$ cat src/rtl/mc_ctrl_fsm.sv
// rtl/mc_ctrl_fsm.sv - RV32I multi-cycle control sequencer (FETCH/DECODE/EXEC/MEM/WB) with bus watchdog
// Optional feature macro ILLEGAL_TRAP_EN: illegal opcodes and bus timeouts halt the core in TRAP.
module mc_ctrl_fsm #(
    parameter int WAIT_MAX  = 255,
    parameter int INSTRET_W = 32
) (
    input  logic                 clk,
    input  logic                 rst,
    input  logic [6:0]           opcode,
    input  logic [2:0]           funct3,
    input  logic                 br_taken,
    output logic                 imem_req,
    input  logic                 imem_ack,
    output logic                 dmem_req,
    output logic                 dmem_we,
    input  logic                 dmem_ack,
    output logic                 ir_we,
    output logic                 pc_we,
    output logic [1:0]           pc_sel,
    output logic                 alu_a_sel,
    output logic                 alu_b_sel,
    output logic                 rf_we,
    output logic [1:0]           wb_sel,
    output logic [2:0]           state,
    output logic                 retire,
    output logic [INSTRET_W-1:0] instret,
    output logic                 trap,
    output logic [1:0]           trap_cause
);

    localparam logic [2:0] S_FETCH  = 3'd0;
    localparam logic [2:0] S_DECODE = 3'd1;
    localparam logic [2:0] S_EXEC   = 3'd2;
    localparam logic [2:0] S_MEM    = 3'd3;
    localparam logic [2:0] S_WB     = 3'd4;
    localparam logic [2:0] S_TRAP   = 3'd5;

    localparam logic [6:0] OP_LUI    = 7'b0110111;
    localparam logic [6:0] OP_AUIPC  = 7'b0010111;
    localparam logic [6:0] OP_JAL    = 7'b1101111;
    localparam logic [6:0] OP_JALR   = 7'b1100111;
    localparam logic [6:0] OP_BRANCH = 7'b1100011;
    localparam logic [6:0] OP_LOAD   = 7'b0000011;
    localparam logic [6:0] OP_STORE  = 7'b0100011;
    localparam logic [6:0] OP_OPIMM  = 7'b0010011;
    localparam logic [6:0] OP_OP     = 7'b0110011;
    localparam logic [6:0] OP_MISC   = 7'b0001111;
    localparam logic [6:0] OP_SYSTEM = 7'b1110011;

    localparam int              WW        = $clog2(WAIT_MAX + 1);
    localparam logic [WW-1:0]   WAIT_LAST = WW'(WAIT_MAX - 1);

    logic [2:0]           r_state;
    logic [2:0]           w_next;
    logic [WW-1:0]        r_wait;
    logic [INSTRET_W-1:0] r_instret;

    logic w_lui, w_auipc, w_jal, w_jalr, w_branch, w_load, w_store, w_opimm, w_op, w_misc, w_system;
    logic w_alu_kind, w_mem_kind, w_legal, w_waiting, w_timeout;
    logic w_unused;

    assign w_lui    = (opcode == OP_LUI);
    assign w_auipc  = (opcode == OP_AUIPC);
    assign w_jal    = (opcode == OP_JAL);
    assign w_jalr   = (opcode == OP_JALR);
    assign w_branch = (opcode == OP_BRANCH);
    assign w_load   = (opcode == OP_LOAD);
    assign w_store  = (opcode == OP_STORE);
    assign w_opimm  = (opcode == OP_OPIMM);
    assign w_op     = (opcode == OP_OP);
    assign w_misc   = (opcode == OP_MISC);
    assign w_system = (opcode == OP_SYSTEM);

    assign w_alu_kind = w_lui | w_auipc | w_jal | w_jalr | w_opimm | w_op;
    assign w_mem_kind = w_load | w_store;
    assign w_legal    = w_alu_kind | w_mem_kind | w_branch | w_misc | w_system;

    // funct3 is consumed by the datapath's load/store/branch units only
    assign w_unused = ^funct3;

    // An ack arriving in the cycle the counter reaches its limit takes priority over the timeout
    assign w_waiting = ((r_state == S_FETCH) && !imem_ack) || ((r_state == S_MEM) && !dmem_ack);
    assign w_timeout = w_waiting && (r_wait == WAIT_LAST);

    always_ff @(posedge clk or posedge rst) begin
        if (rst) begin
            r_state   <= S_FETCH;
            r_wait    <= '0;
            r_instret <= '0;
        end else begin
            r_state <= w_next;
            if (w_waiting && !w_timeout)
                r_wait <= r_wait + 1'b1;
            else
                r_wait <= '0;
            if (retire)
                r_instret <= r_instret + INSTRET_W'(1);
        end
    end

    always_comb begin
        w_next = r_state;
        case (r_state)
            S_FETCH: begin
                if (imem_ack)
                    w_next = S_DECODE;
`ifdef ILLEGAL_TRAP_EN
                else if (w_timeout)
                    w_next = S_TRAP;
`endif
            end
            S_DECODE: begin
`ifdef ILLEGAL_TRAP_EN
                w_next = w_legal ? S_EXEC : S_TRAP;
`else
                w_next = S_EXEC;
`endif
            end
            S_EXEC: begin
                if (w_mem_kind)
                    w_next = S_MEM;
                else if (w_alu_kind)
                    w_next = S_WB;
                else
                    w_next = S_FETCH;
            end
            S_MEM: begin
                if (dmem_ack)
                    w_next = w_load ? S_WB : S_FETCH;
                else if (w_timeout)
`ifdef ILLEGAL_TRAP_EN
                    w_next = S_TRAP;
`else
                    w_next = S_FETCH;
`endif
            end
            S_WB:    w_next = S_FETCH;
            S_TRAP:  w_next = S_TRAP;
            default: w_next = S_FETCH;
        endcase
    end

    always_comb begin
        imem_req  = 1'b0;
        dmem_req  = 1'b0;
        dmem_we   = 1'b0;
        ir_we     = 1'b0;
        pc_we     = 1'b0;
        pc_sel    = 2'd0;
        alu_a_sel = 1'b0;
        alu_b_sel = 1'b0;
        rf_we     = 1'b0;
        wb_sel    = 2'd0;
        retire    = 1'b0;
        if (!rst) begin
            if (r_state == S_EXEC || r_state == S_MEM || r_state == S_WB) begin
                alu_a_sel = w_auipc | w_jal | w_branch;
                alu_b_sel = !w_op;
            end
            case (r_state)
                S_FETCH: begin
                    imem_req = 1'b1;
                    ir_we    = imem_ack;
                end
                S_EXEC: begin
                    if (w_branch) begin
                        pc_we  = 1'b1;
                        pc_sel = br_taken ? 2'd1 : 2'd0;
                        retire = 1'b1;
                    end else if (!w_mem_kind && !w_alu_kind) begin
                        pc_we  = 1'b1;
                        retire = 1'b1;
                    end
                end
                S_MEM: begin
                    dmem_req = 1'b1;
                    dmem_we  = w_store;
`ifdef ILLEGAL_TRAP_EN
                    if (dmem_ack && w_store) begin
`else
                    if ((dmem_ack && w_store) || w_timeout) begin
`endif
                        pc_we  = 1'b1;
                        retire = 1'b1;
                    end
                end
                S_WB: begin
                    rf_we  = 1'b1;
                    wb_sel = w_lui ? 2'd3 : w_load ? 2'd1 : (w_jal | w_jalr) ? 2'd2 : 2'd0;
                    pc_we  = 1'b1;
                    pc_sel = w_jal ? 2'd1 : w_jalr ? 2'd2 : 2'd0;
                    retire = 1'b1;
                end
                default: ;
            endcase
        end
    end

    assign state   = r_state;
    assign instret = r_instret;

`ifdef ILLEGAL_TRAP_EN
    logic       r_trap;
    logic [1:0] r_cause;

    always_ff @(posedge clk or posedge rst) begin
        if (rst) begin
            r_trap  <= 1'b0;
            r_cause <= 2'd0;
        end else if (r_state == S_DECODE && !w_legal) begin
            r_trap  <= 1'b1;
            r_cause <= 2'd1;
        end else if (w_timeout) begin
            r_trap  <= 1'b1;
            r_cause <= 2'd2;
        end
    end

    assign trap       = r_trap;
    assign trap_cause = r_cause;
`else
    assign trap       = 1'b0;
    assign trap_cause = 2'd0;
`endif

endmodule

$ cat config.mk
export PLATFORM = sky130hd
export DESIGN_NAME = mc_ctrl_fsm
export DESIGN_NICKNAME = d
export VERILOG_FILES = /design/src/rtl/mc_ctrl_fsm.sv
export SDC_FILE = /design/constraint.sdc
export NUM_CORES = 1
export LEC_CHECK = 0
export ABC_AREA = 1
export BUFFER_PORTS_ARGS = -buffer_cell sky130_fd_sc_hd__buf_2
export CAP_MARGIN = 20
export CORE_MARGIN = 4
export CORE_UTILIZATION = 45
export DETAILED_ROUTE_END_ITERATION = 7
export PLACE_DENSITY = 0.66
export SLEW_MARGIN = 15
export SYNTH_ARGS = -nofsm -noshare
export SYNTH_HDL_FRONTEND = slang
export SYNTH_SLANG_ARGS = --single-unit
$ cat constraint.sdc
create_clock -name clk -period 3.07 [get_ports clk]
set_input_delay 0.1535 -clock clk [delete_from_list [all_inputs] [get_ports clk]]
set_output_delay 0.1535 -clock clk [all_outputs]
set_load 0.02 [all_outputs]
# == After elaboration in Yosys (flattened, before gate mapping) ==
# Cells that the tools add are included.
# word_totals
output_inout_bits,51
in_bits,15
ff_bits,43
wordCells,87
# classes
n_mux,38
n_addsub,2
reduce_logical,18
n_eq_ne,17
bitwise_logic,9
# ops
cell,count
32-bit by 1-bit adder with 32-bit output (second input constant),1
7-bit by 6-bit == test with 1-bit output (second input constant),3
7-bit == test (second input constant),3
1-bit 2-to-1 mux,20
3-bit 2-to-1 mux,6
2-bit 2-to-1 mux,8
3-bit case mux with 5 select lines,1
7-bit by 5-bit == test with 1-bit output (second input constant),2
1-bit bitwise OR,9
8-bit by 1-bit adder with 8-bit output (second input constant),1
8-bit == test (second input constant),1
8-bit 2-to-1 mux,1
7-bit by 2-bit == test with 1-bit output (second input constant),1
3-bit by 2-bit == test with 1-bit output (second input constant),2
3-bit == test (second input constant),2
1-bit logical AND,6
1-bit zero test,6
1-bit logical OR,4
2-bit case mux with 2 select lines,1
3-bit by 1-bit == test with 1-bit output (second input constant),1
3-bit zero test,1
3-bit != test (second input constant),1
1-bit case mux with 3 select lines,1
2-bit != test (second input constant),1
2-bit AND reduction,1

# == Logic depth before layout (Yosys ltp) ==
# depth
ltp_word,12
mapped_depth,13
ltp_nobuf,12

# == Worst setup path after synthesis ==
# OpenSTA, ideal clock, no wires.
# synth_timing
path_type,input -> register
startpoint,input port rst
endpoint,register r_instret[1] (netlist: instret[1])
stages,6
arrival_time_ns,2.381
slack_ns,0.615
t_required_ns,2.996
cell_sequence,buf_2 > inv_1 > buf_2 > clkbuf_1 > nand3_1 > nand2_1
# synth_between
elab_chain_len,1
# synth_rtl
element,line_no,source
start: declaration,8,"input logic rst,"
1-bit 2-to-1 mux,155,if (!rst) begin
end signal: assignment,97,r_instret <= r_instret + INSTRET_W'(1);
end: declaration,56,logic [INSTRET_W-1:0] r_instret;
# Every way passes these cells.
# A chain may end at the register's enable or synchronous reset.

# == Worst setup path after layout ==
# layout_timing
startpoint,register r_state[0] (netlist: state[0])
endpoint,output port retire
# layout_between
elab_chain_len,8
word_cells_on_any_way,12
# layout_rtl
element,line_no,source
start: declaration,53,logic [2:0] r_state;
start signal: assignment,91,r_state <= w_next;
3-bit by 2-bit == test with 1-bit output or 3-bit zero test (tied branches),"82, 160",
1-bit logical AND,82,assign w_waiting = ((r_state == S_FETCH) && !imem_ack) || ((r_state == S_MEM) && !dmem_ack);
1-bit logical OR,82,
1-bit logical AND,83,assign w_timeout = w_waiting && (r_wait == WAIT_LAST);
1-bit logical OR,181,if ((dmem_ack && w_store) || w_timeout) begin
1-bit 2-to-1 mux,181,
1-bit case mux with 3 select lines *,160,case (r_state)
1-bit 2-to-1 mux *,155,
end: declaration,25,"output logic retire,"
# Every way passes the cells marked *; elsewhere a longest branch is shown, timed or not.

==> results.toml <==
[worst_setup_path]
r2r_slack_ps = 1050
critPathKind = "flop to primary output"
end_kind = "primary output"
crit_path_max_fanout = 42
cells_along_the_critical_path = "inv_2 > nand2_2 > nor2_2 > nand2_1 > nand2_2 > inv_2 > nor2_2 > nor2_2 > nand2_4 > nand2_4 > inv_1 > buf_2"
worst-endpoint-arrival_ps = 2320
timing.critical_path.slowest_cell_delay_ps = 420
worst_setup_path_start_kind = "flop"
required_ps = 2920
critical_path.slowest_cell = "sky130_fd_sc_hd__dfrtp_1"
cp_most_frequent_cell = "sky130_fd_sc_hd__nor2_2"

[die]
initial_utilization_pct = 47.1
dieHeight_um = 90.3
std_cell_rows = 29
die_area_mm2 = 0.00815
core_mm2 = 0.00646
overall_die_width_um = 90.3
ios = 66

[sta]
rsz0062_at_grt = "no"
slew-limit-headroom_pct = 55.5
report.final.hold_viol_count = 0
number_of_max_slew_violations_in_the_final_report = 0
timing_worst_slew_pin_value_ps = 667
period_share_pct = 80.7
maxClockFrequency_ghz = 0.404
finClkSkew_ps = 10.7
final_critical_delay_including_setup_and_external_delays_ps = 2480
finalSetupViolations = 0
setup_total_negative_slack_ps = 0

[detailed_routing]
drt.antenna.violating_nets = 0
drt_drc_violations_left = 0
drt_pre_antenna_iters = 4
postRouteWirelength_um = 7490
drt_iter0_markers = 159
via_count = 3044
route.detailed.wl_per_inst_um = 12.4
via_per_inst = 5.03

[clock_network]
cts-hold-fix-buffers = 0
clk_latency_ps = 300
postCtsResizedCells = 0
clkTransAtPathRegs_ps = 90
ctsHtreeMaxLevel = 2
clock_tree.buffer_depth = 2
tritoncts_clock_tree = "yes"
cts_buffers = 5
clockRootBuffer = "sky130_fd_sc_hd__clkbuf_8"
cts.repair_timing.setup_buffer_count = 0
clock-sinks = 43

[synth]
seq_area_frac_synth_pct = 35.3
synth.cell_area_mm2 = 0.00304
synth_seq_cells = 43
synth_enable_flop_cells = 0
synth-async-reset-ratio_pct = 100
mean_cell_area_of_the_mapped_netlist_um2 = 6.46
post_synthesis_cell_count = 471
synth_area_leaders = "sky130_fd_sc_hd__dfrtp_1 (35%), sky130_fd_sc_hd__nand2_1 (20%), sky130_fd_sc_hd__nor2_1 (8.1%), sky130_fd_sc_hd__nand3_1 (8.1%), sky130_fd_sc_hd__inv_1 (6.9%)"
synth_top_cells_by_count = "sky130_fd_sc_hd__nand2_1 (162), sky130_fd_sc_hd__nor2_1 (66), sky130_fd_sc_hd__inv_1 (56)"
synth_top_area_share_pct = 35.3
ys_types = 30
synth_top_flop_cell = "sky130_fd_sc_hd__dfrtp_1"
yosys_warnings = 0
netlist.top_cell.by_area = "sky130_fd_sc_hd__dfrtp_1"
most_repeated_cell_in_the_gate_level_netlist_after_synthesis = "sky130_fd_sc_hd__nand2_1"

[power_and_ir_drop]
power.density_cell_area_mw_per_mm2 = 444
power.leakage_uw = 0.00188
peakVddDrop_mv = 0.263
fin_total_pwr_uw = 1540

[cells_and_area]
register_area_mm2 = 0.00108
multiInputGateArea_mm2 = 0.00165
design.final.nets = 545
signed_area_change_from_the_synthesized_netlist_to_the_final_layout_pct = 13.6
fillerInstances = 671
antenna_cells = 0
layout-drive-gt1-share_pct = 15.9

[place]
place.detailed.hpwl_um = 5680
place.port_buffers = 59
final_wtd_congestion = 0.871

[global_routing]
number_of_antenna_violations_at_the_first_check_in_global_routing = 0
number_of_global_route_vias_before_repair = 2983
track_usage_pct = 19.6
grt_start_max_net_pins = 43
global_route_congestion_overflow_total = 0
grt_pass1_wl_um = 13400

[flow_run]
max_cap_violations = 0

[status]
status = "complete, no violations"

[worst_hold_path]
min_path_type = "primary input to async pin"
-- worst max-delay path: cells and delay by family (launching register included) --
kind	cells	cell delay [ps]
AND/OR/NAND/NOR	8	1130
flip-flops	1	420
buffers and inverters	4	450
-- logic make-up (layout without fill, tap and decap cells) --
logic type	Yosys count	after routing	synth area share (%)
AND/OR/NAND/NOR	321	321	45.6
buffers and inverters	74	129	10.7
AO/OA/AOI/OAI	14	14	2.71
flip-flops	43	43	35.3
XOR/XNOR	15	15	4.32
other	1	3	0.123
adder cells (fa/ha/maj)	3	3	1.23
-- through the flow --
stage / cell area [µm²] / setup slack (ps) / instances / utilization (%) / hold WS, ps
after CTS: 3460 / 550 / 605 / 53.5 / 68.6
after floorplan: 3050 / 615 / 473 / - / 328
final: 3460 / 593 / 605 / 53.5 / 60.6
after global routing: 3460 / 349 / 605 / 53.5 / 115
after global placement: 3360 / 927 / 597 / 52.0 / 395
after detailed placement: 3360 / 897 / 597 / 52.0 / 403
-- layout by cell type, fill, tap and decap left out, drive strengths merged --
| cell type | instances |
|---|---|
| nand3 | 49 |
| nor2 | 72 |
| inv | 60 |
| and3 | 2 |
| nand4 | 10 |
| o21a | 1 |
| dfrtp | 43 |
| xor2 | 11 |
| clkbuf | 8 |
| nor3 | 11 |
| o31ai | 2 |
| nand2 | 167 |
| conb | 3 |
| nor3b | 2 |
| xnor2 | 4 |
| buf | 61 |
| o21ai | 2 |
| a21oi | 7 |
| o211ai | 2 |
| nor4 | 2 |
| ha | 3 |
| nand3b | 6 |
-- final cells by class --
class,instances,area share [%]
well taps,77,2.79
flip-flops and latches,43,31.1
clock buffers,8,2.89
multi-input cells,356,47.7
repair buffers,61,8.97
inverters,60,6.51
-- flip-flops by register name, summed over array words and instances, names as in the netlist --
signal	cells
instret	32
r_wait	8
state	3
-- layer usage --
metal	track usage [%]	wire, µm
met1	24.9	3580
met2	32.9	3430
met3	4.50	389
met4	6.38	97
met5	0	0
-- power breakdown --
| part | leakage, µW | switching (µW) | total (µW) | internal, µW |
|---|---|---|---|---|
| combinational | 0.00123 | 343 | 471 | 128 |
| clock | 0.0000515 | 200 | 405 | 206 |
| sequential | 0.000593 | 51.2 | 659 | 608 |
| total | 0.00188 | 594 | 1540 | 941 |
-- worst paths after layout --
| check | start | endpoint | depth (start not counted) |
|---|---|---|---|
| setup / recovery | state[0] | retire | 12 |
| hold / removal | rst | state[2] | 2 |
| setup reg to reg | state[0] | instret[0] | 12 |
| hold reg to reg | r_wait[0] | r_wait[0] | 1 |
| max in group asynchronous | rst | r_wait[0] | 3 |
| min in group clk | dmem_ack | state[2] | 3 |
(Power assumes the default switching activity.)
